[config.mk]
export PLATFORM = sky130hd
export DESIGN_NAME = level_store
export DESIGN_NICKNAME = d
export VERILOG_FILES = /design/src/rtl/level_store_pkg.sv /design/src/rtl/level_store_mem.sv /design/src/rtl/level_store.sv
export SDC_FILE = /design/constraint.sdc
export NUM_CORES = 1
export LEC_CHECK = 0
export CAP_MARGIN = 10
export CORE_ASPECT_RATIO = 0.5
export CORE_MARGIN = 2
export CORE_UTILIZATION = 38
export DETAILED_ROUTE_END_ITERATION = 8
export PLACE_DENSITY_LB_ADDON = 0.08
export SLEW_MARGIN = 0
export SYNTH_ARGS = -nofsm -noshare
export SYNTH_HDL_FRONTEND = slang
export SYNTH_HIERARCHICAL = 1
export SYNTH_SLANG_ARGS = --single-unit
[constraint.sdc]
create_clock -name clk -period 3.07 [get_ports clk]
set_input_delay 0.4605 -clock clk [delete_from_list [all_inputs] [get_ports clk]]
set_output_delay 0.4605 -clock clk [all_outputs]
set_load 0.02 [all_outputs]
[src/rtl/level_store_pkg.sv]
// Shared types and defaults for the level store: controller states,
// read/write encoding and default geometry.
package level_store_pkg;

    localparam int DEFAULT_DEPTH  = 16;
    localparam int DEFAULT_ADDR_W = 8;
    localparam int DATA_W         = 8;

    localparam logic R_W_WRITE = 1'b1;
    localparam logic R_W_READ  = 1'b0;

    typedef enum logic [1:0] {
        ST_CLEAR = 2'd0,
        ST_IDLE  = 2'd1,
        ST_RESP  = 2'd2
    } state_e;

endpackage

[src/rtl/level_store_mem.sv]
// Level storage: one synchronous write port, one combinational read port.
module level_store_mem #(
    parameter int DEPTH = 16,
    parameter int AW    = 4,
    parameter int DW    = 8
) (
    input  logic          clk,
    input  logic          we_i,
    input  logic [AW-1:0] waddr_i,
    input  logic [DW-1:0] wdata_i,
    input  logic [AW-1:0] raddr_i,
    output logic [DW-1:0] rdata_o
);

    logic [DW-1:0] mem_q [DEPTH];

    always_ff @(posedge clk) begin
        if (we_i) begin
            mem_q[waddr_i] <= wdata_i;
        end
    end

    assign rdata_o = mem_q[raddr_i];

endmodule

[src/rtl/level_store.sv]
// Level store controller: clear sweep after reset, single-cycle response
// accesses, and a running maximum of written levels.
module level_store
    import level_store_pkg::*;
#(
    parameter int DEPTH  = DEFAULT_DEPTH,
    parameter int ADDR_W = DEFAULT_ADDR_W
) (
    input  logic              clk,
    input  logic              reset,
    input  logic              req,
    input  logic              r_w,
    input  logic [ADDR_W-1:0] address_in,
    input  logic [DATA_W-1:0] data_in,
    output logic [DATA_W-1:0] data_out,
    output logic              ack,
    output logic              err,
    output logic              busy,
    output logic [DATA_W-1:0] max_level,
    output logic [ADDR_W-1:0] max_addr
);

    localparam int CNT_W = (DEPTH > 1) ? $clog2(DEPTH) : 1;

    state_e              state_q, state_d;
    logic [CNT_W-1:0]    sweep_q, sweep_d;
    logic                ack_q, ack_d;
    logic                err_q, err_d;
    logic [DATA_W-1:0]   dout_q, dout_d;
    logic [DATA_W-1:0]   max_lvl_q, max_lvl_d;
    logic [ADDR_W-1:0]   max_addr_q, max_addr_d;

    logic                mem_we;
    logic [CNT_W-1:0]    mem_waddr;
    logic [DATA_W-1:0]   mem_wdata;
    logic [DATA_W-1:0]   mem_rdata;
    logic [CNT_W-1:0]    idx;
    logic                in_range;

    assign idx      = CNT_W'(address_in);
    assign in_range = 32'(address_in) < 32'(DEPTH);

    level_store_mem #(
        .DEPTH (DEPTH),
        .AW    (CNT_W),
        .DW    (DATA_W)
    ) u_mem (
        .clk     (clk),
        .we_i    (mem_we),
        .waddr_i (mem_waddr),
        .wdata_i (mem_wdata),
        .raddr_i (idx),
        .rdata_o (mem_rdata)
    );

    always_comb begin
        state_d    = state_q;
        sweep_d    = sweep_q;
        ack_d      = 1'b0;
        err_d      = 1'b0;
        dout_d     = dout_q;
        max_lvl_d  = max_lvl_q;
        max_addr_d = max_addr_q;
        mem_we     = 1'b0;
        mem_waddr  = sweep_q;
        mem_wdata  = '0;

        unique case (state_q)
            ST_CLEAR: begin
                mem_we = 1'b1;
                if (sweep_q == CNT_W'(DEPTH - 1)) begin
                    state_d = ST_IDLE;
                    sweep_d = '0;
                end else begin
                    sweep_d = sweep_q + 1'b1;
                end
            end
            ST_IDLE: begin
                if (req) begin
                    state_d = ST_RESP;
                    ack_d   = 1'b1;
                    if (!in_range) begin
                        err_d  = 1'b1;
                        dout_d = '0;
                    end else if (r_w == R_W_WRITE) begin
                        mem_we    = 1'b1;
                        mem_waddr = idx;
                        mem_wdata = data_in;
                        if (data_in > max_lvl_q) begin
                            max_lvl_d  = data_in;
                            max_addr_d = address_in;
                        end
                    end else begin
                        dout_d = mem_rdata;
                    end
                end
            end
            ST_RESP: begin
                state_d = ST_IDLE;
            end
            default: begin
                state_d = ST_CLEAR;
                sweep_d = '0;
            end
        endcase

        // A reset edge must never commit a write for an aborted access.
        if (reset) begin
            mem_we = 1'b0;
        end
    end

    always_ff @(posedge clk) begin
        if (reset) begin
            state_q    <= ST_CLEAR;
            sweep_q    <= '0;
            ack_q      <= 1'b0;
            err_q      <= 1'b0;
            dout_q     <= '0;
            max_lvl_q  <= '0;
            max_addr_q <= '0;
        end else begin
            state_q    <= state_d;
            sweep_q    <= sweep_d;
            ack_q      <= ack_d;
            err_q      <= err_d;
            dout_q     <= dout_d;
            max_lvl_q  <= max_lvl_d;
            max_addr_q <= max_addr_d;
        end
    end

    // Reset raised during the response cycle suppresses the completion.
    assign ack       = ack_q & ~reset;
    assign err       = err_q & ~reset;
    assign busy      = (state_q == ST_CLEAR);
    assign data_out  = dout_q;
    assign max_level = max_lvl_q;
    assign max_addr  = max_addr_q;

endmodule
After elaboration in Yosys (flattened, before gate mapping)
Memories as Yosys holds them, arrays and structs flattened. Index checks and enable logic that the tools add are counted.

Bits in latches: 0. Bits in writable memories: 128. Flip-flop bits (word level): 32. Input port bits: 20. Word-level logic and storage cells: 53. Memories kept: 1. Output and inout port bits: 27. Bits in read-only memories: 0.

Memories: u_mem.mem_q (depth 16, width 8, rd ports 1, clocked after memory_dff 0, write ports 1, RTL line level_store_mem.sv:15) `logic [DW-1:0] mem_q [DEPTH];`.

Magnitude comparators: 2. Equality and inequality tests: 6. Div/mod/pow operators: 0. Bitwise gates (word level): 5. $add $sub $neg: 1. Shifts and indexed selects: 0. Multipliers: 0. Reduce and logical (&&, ||, !) cells: 7. Mux-type cells: 24.

Operators with widths (number): two-way mux 8 bit (6); two-way mux 4 bit (5); > comparator 8 bit (1); less-than comparator 8 x 5 -> 1 bit (second input constant) (1); two-way mux 1 bit (8); one-hot mux 4 bit (2 select lines) (1); one-hot mux 2 bit (3 select lines) (1); AND reduction 5 bit (1); adder 4 x 1 -> 4 bit (second input constant) (1); equality test 4 bit (second input constant) (1); two-way mux 2 bit (2); != test 2 bit (second input constant) (2); OR reduction 2 bit (2); inverter 1 bit (3); AND reduction 3 bit (1); OR reduction 3 bit (1); bitwise AND 1 bit (2); equality test 2 x 1 -> 1 bit (second input constant) (1); equality test 2 bit (second input constant) (1); logical NOT 2 bit (1); != test 2 x 1 -> 1 bit (second input constant) (1); one-hot mux 1 bit (2 select lines) (1); AND reduction 2 bit (1).

Logic depth before layout (Yosys ltp)
Depth after elaboration: 7. Depth in mapped cells: 9. Mapped depth without buffers: 8.

Cells and area by module
Netlist, hierarchy kept.

By module, submodules not included: level_store_mem (sequential area each 3843.7 sq um, area each 4987.3 sq um, instances 1, cells each 221); level_store (sequential area each 640.6 sq um, area each 1686.6 sq um, instances 1, cells each 191).

Worst setup path after synthesis
OpenSTA, ideal clock, no wires.

Kind: input -> register. From: in address_in[7]. To: mem u_mem.mem_q[0][0] (enable). Buffers on the path: 1. Data arrival time: 2.794 ns. Setup slack: -0.108 ns. Required time: 2.687 ns. Library setup time: 0.383 ns. Stages on the path: 6. Cells stage by stage: or4_4 > nor2_4 > buf_2 > mux2_2 > or3b_2 > nor3_1.

Elaborated cells on any way between the ends: 10. Those cells by class: order compare: 1; mux: 9.

RTL lines: from (decl) (RTL line level_store.sv:13) `input logic [ADDR_W-1:0] address_in,`; less-than comparator 8 x 5 -> 1 bit (RTL line level_store.sv:41) `assign in_range = 32'(address_in) < 32'(DEPTH);`; two-way mux 4 bit (RTL line level_store.sv:82) `if (!in_range) begin`; two-way mux 4 bit (RTL line level_store.sv:79) `if (req) begin`; two-way mux 4 bit (RTL line level_store.sv:68) `unique case (state_q)`; net mem_waddr[2] (RTL line level_store.sv:34) `logic [CNT_W-1:0] mem_waddr;`; to (decl) (RTL line level_store_mem.sv:15).

The timed path passes the listed nets, and every way through them passes these cells.

Worst setup path in the final report
From: in address_in[7]. To: mem u_mem.mem_q[4][2] (enable).

Same word-level chain as after synthesis.

==> results.cfg <==
[run_status]
outcome = completed

[route]
initial_drt_pass_iterations = 5
violation_count_after_the_first_detailed_route_iteration = 308
drcViolationCount = 0
route.final.wire_length_um = 15500
final_antenna_net_count = 0
dr_total_vias = 3995
detail_route.vias_per_cell = 5.27
avgRoutedWirePerCell_um = 20.5

[yosys]
synth_area_um2 = 6670
synthDominantCellAreaShare = 0.576
synth_largest_area_cell = sky130_fd_sc_hd__edfxtp_1
async_flop_share = 0
synth_nets = 445
syn_warnings = 6
synth.yosys.seq_area_share = 0.672
number_of_enable_type_register_cells_in_the_synthesized_netlist = 128
synth_area_leaders = sky130_fd_sc_hd__edfxtp_1 (58%), sky130_fd_sc_hd__dfxtp_1 (9.6%), sky130_fd_sc_hd__mux4_2 (6.1%)
synth.ff_latch_count = 160
synth_ff_type = sky130_fd_sc_hd__edfxtp_1
avgSynthCellArea_um2 = 16.2
postSynthCellCount = 412
synth.lib_cells_used.distinct = 39

[cells_and_area]
drive_above_1_share = 0.218
diodes = 0
fin_nets = 544
syn2layout_area_growth_pct = 24.4
postLayoutCoreUtil = 0.481
n_fill_cell = 1481
layout.cells.non_filler = 758
finalInstanceArea_um2 = 8300

[sta]
whs_ns = 0.456
setup_viol = 0
layout_worst_path_cycle_share = 0.944
worst_slew_margin_rel = 0.446
max_slew.worst_pin.slew_ns = 0.828
final_max_slew_viol_count = 0
rsz_0062_raised_after_global_routing = false
hold_viol = 0
max_freq_mhz = 345
fin_crit_ns = 2.90
fin_skew_ns = 0.0124

[pwr]
net-switching-power_mw = 1.37
power.switching_fraction = 0.257
vdd_ir_drop_max_v = 0.000367
power_density_normalized_to_cell_area_nw_per_um2 = 641
power.clock.fraction = 0.404
leakage_nw = 3.12
totalPowerFinal_mw = 5.33
pwr-share-comb = 0.130
share_of_power_burned_in_registers = 0.466
power.internal_mw = 3.96

[setup_path]
crit-reg2reg-launch = state_q[1]
data_arrival_time_of_the_critical_path_ns = 3.01
worst_r2r_path_depth = 9
path_common_cell = sky130_fd_sc_hd__buf_4
required_ns = 3.18
critical_path.endpoint_type = register
timing_worst_setup_path_type = in2reg
crit_path_max_fanout = 8
worstPathCellList = clkdlybuf4s50_1, or4_4, nor2_4, mux2_2, buf_4, nand3b_1, nor3_2, buf_4
cp-start-kind = primary input
worst_path_largest_cell_delay_ns = 0.57
r2r_slack_ns = 0.45
cp_slowest_cell = sky130_fd_sc_hd__or4_4
worst_r2r_endpoint = u_mem/mem_q[4][2]

[worst_hold_path]
whs_endpoint = data_out[7]
hp-class = reg2reg
min_from = data_out[7]
timing.hold.worst_path_depth = 2

[cts]
numCtsBuffers = 17
clock_tree.htree_level_count = 4
clockBufferDepth = 2
clock_transition_at_the_register_clock_pins_on_the_worst_setup_and_hold_paths_after_cts_ns = 0.06
clk_root_buffer_cell = sky130_fd_sc_hd__clkbuf_16
sink_count_of_the_clock_tree = 160
hold_buffers = 0
clk_latency_worst_skew_pair_ns = 0.41
tritoncts = built

[run]
cap_violations = 0

[grt]
grt_start_max_net_pins = 34
globalRoute.totalOverflow = 0
number_of_global_route_vias_before_repair = 3898
grt_antenna_before_repair = 0
grt_first_pass_wirelength_um = 23700
groute.usage.overall = 0.175

[place]
dpl.hpwl_um = 10800
placedInstanceArea_um2 = 7700
place.detailed.instances = 726
place_congestion = 0.944
portBuffers = 46

[floorplanning]
fp.dieH_um = 97.7
floorplan.initialDensity = 0.386
fp.coreArea_um2 = 17300
floorplan.die_area_um2 = 18700
placement_rows = 34
dieWidth_um = 191
boundaryPins = 47
==> how the worst max path moves through the flow <==
stage / cells past startpoint / start / slack (ns) / endpoint
2_1_floorplan: 6 / address_in[7] / 0.12 / u_mem/mem_q[3][0]
3_3_place_gp: 8 / address_in[4] / -0.27 / u_mem/mem_q[4][4]
6_report: 8 / address_in[7] / 0.17 / u_mem/mem_q[4][2]
5_1_grt: 8 / address_in[7] / 0.10 / u_mem/mem_q[4][2]
3_5_place_dp: 8 / address_in[7] / -0.30 / u_mem/mem_q[4][4]
4_1_cts: 8 / address_in[7] / 0.11 / u_mem/mem_q[4][2]
==> synthesized netlist by cell type, types with 5 or more instances <==
library cell	n
sky130_fd_sc_hd__nand2b_1	26
sky130_fd_sc_hd__mux4_2	18
sky130_fd_sc_hd__mux2i_1	13
sky130_fd_sc_hd__nor3_1	7
sky130_fd_sc_hd__nor2b_1	5
sky130_fd_sc_hd__inv_1	11
sky130_fd_sc_hd__ha_1	13
sky130_fd_sc_hd__clkbuf_1	6
sky130_fd_sc_hd__mux4_1	14
sky130_fd_sc_hd__edfxtp_1	128
sky130_fd_sc_hd__nor2_1	24
sky130_fd_sc_hd__nand3_1	13
sky130_fd_sc_hd__dfxtp_1	32
sky130_fd_sc_hd__and2_1	8
sky130_fd_sc_hd__a22oi_1	16
sky130_fd_sc_hd__nand2_1	20
sky130_fd_sc_hd__a21oi_1	16
==> stage by stage <==
stage / TNS, ns / setup WS [ns]
2_1_floorplan: 0 / 0.120
3_3_place_gp: -8.61 / -0.274
3_5_place_dp: -12.38 / -0.303
4_1_cts: 0 / 0.115
5_1_grt: 0 / 0.102
6_report: 0 / 0.171
==> placed cells by master (no fill, tap or decap), drive strengths merged, types with 4 or more instances in the layout <==
cell type        n
nand2b          26
nor2b            5
a22oi           16
inv             20
nand3           13
mux2             4
nor3             7
buf             54
dfxtp           32
clkbuf          17
nor2            25
mux4            32
and2             8
mux2i           13
a21oi           16
o21ai            4
nand2           20
edfxtp         128
clkdlybuf4s50   45
nor3b            4
ha              13
==> area by class of cell <==
type / instances / area [um2] / area share
sequential: 160 / 4480 / 0.540
multi-input combinational: 222 / 2020 / 0.243
clock buffer: 17 / 425 / 0.0512
inverter: 11 / 41.3 / 0.00497
timing repair buffer: 99 / 866 / 0.104
tap: 234 / 293 / 0.0353
clock inverter: 15 / 174 / 0.0209
==> logic make-up after synthesis <==
logic type      share of synthesized area
fa+ha+maj                          0.0244
simple gates                       0.0937
mux                                 0.142
buf+inv                            0.0279
flops                               0.672
compound gates                     0.0399
==> worst max-delay path, delay by kind of cell <==
kind / cells / cell delay [ns]
multiplexers: 1 / 0.39
AND/OR/NAND/NOR: 4 / 1.34
buffers and inverters: 3 / 0.82
==> sequential cells by signal, summed over array words and instances, names as in the netlist <==
register	cells
err_q	1
sweep_q	4
ack_q	1
max_addr	8
u_mem/mem_q	128
max_level	8
data_out	8
state_q	2
==> power groups by stage <==
stage / Combinational [mW] / Sequential, mW / Clock (mW)
2_1_floorplan: 0.424 / 2.50 / 0
5_1_grt: 0.755 / 2.49 / 2.30
6_report: 0.692 / 2.48 / 2.15
3_3_place_gp: 0.655 / 2.52 / 0
4_1_cts: 0.686 / 2.48 / 2.21
3_5_place_dp: 0.682 / 2.52 / 0
==> repair_timing <==
| action | in CTS | in global routing |
|---|---|---|
| endpoints found under the setup margin | 0 | 8 |
| resized for setup | 0 | 1 |
| buffers inserted | 0 | 0 |
==> per-layer routing <==
| metal | vias to the layer above | GRT usage | part of all wire | wire length, um |
|---|---|---|---|---|
| met5 | - | 0 | 0 | 0 |
| met4 | 0 | 0.0408 | 0.011 | 164 |
| met3 | 10 | 0.0621 | 0.089 | 1380 |
| met2 | 153 | 0.249 | 0.43 | 6660 |
| met1 | 2040 | 0.258 | 0.47 | 7310 |
| li1 | 1792 | - | - | - |
(Power assumes the default switching activity.)
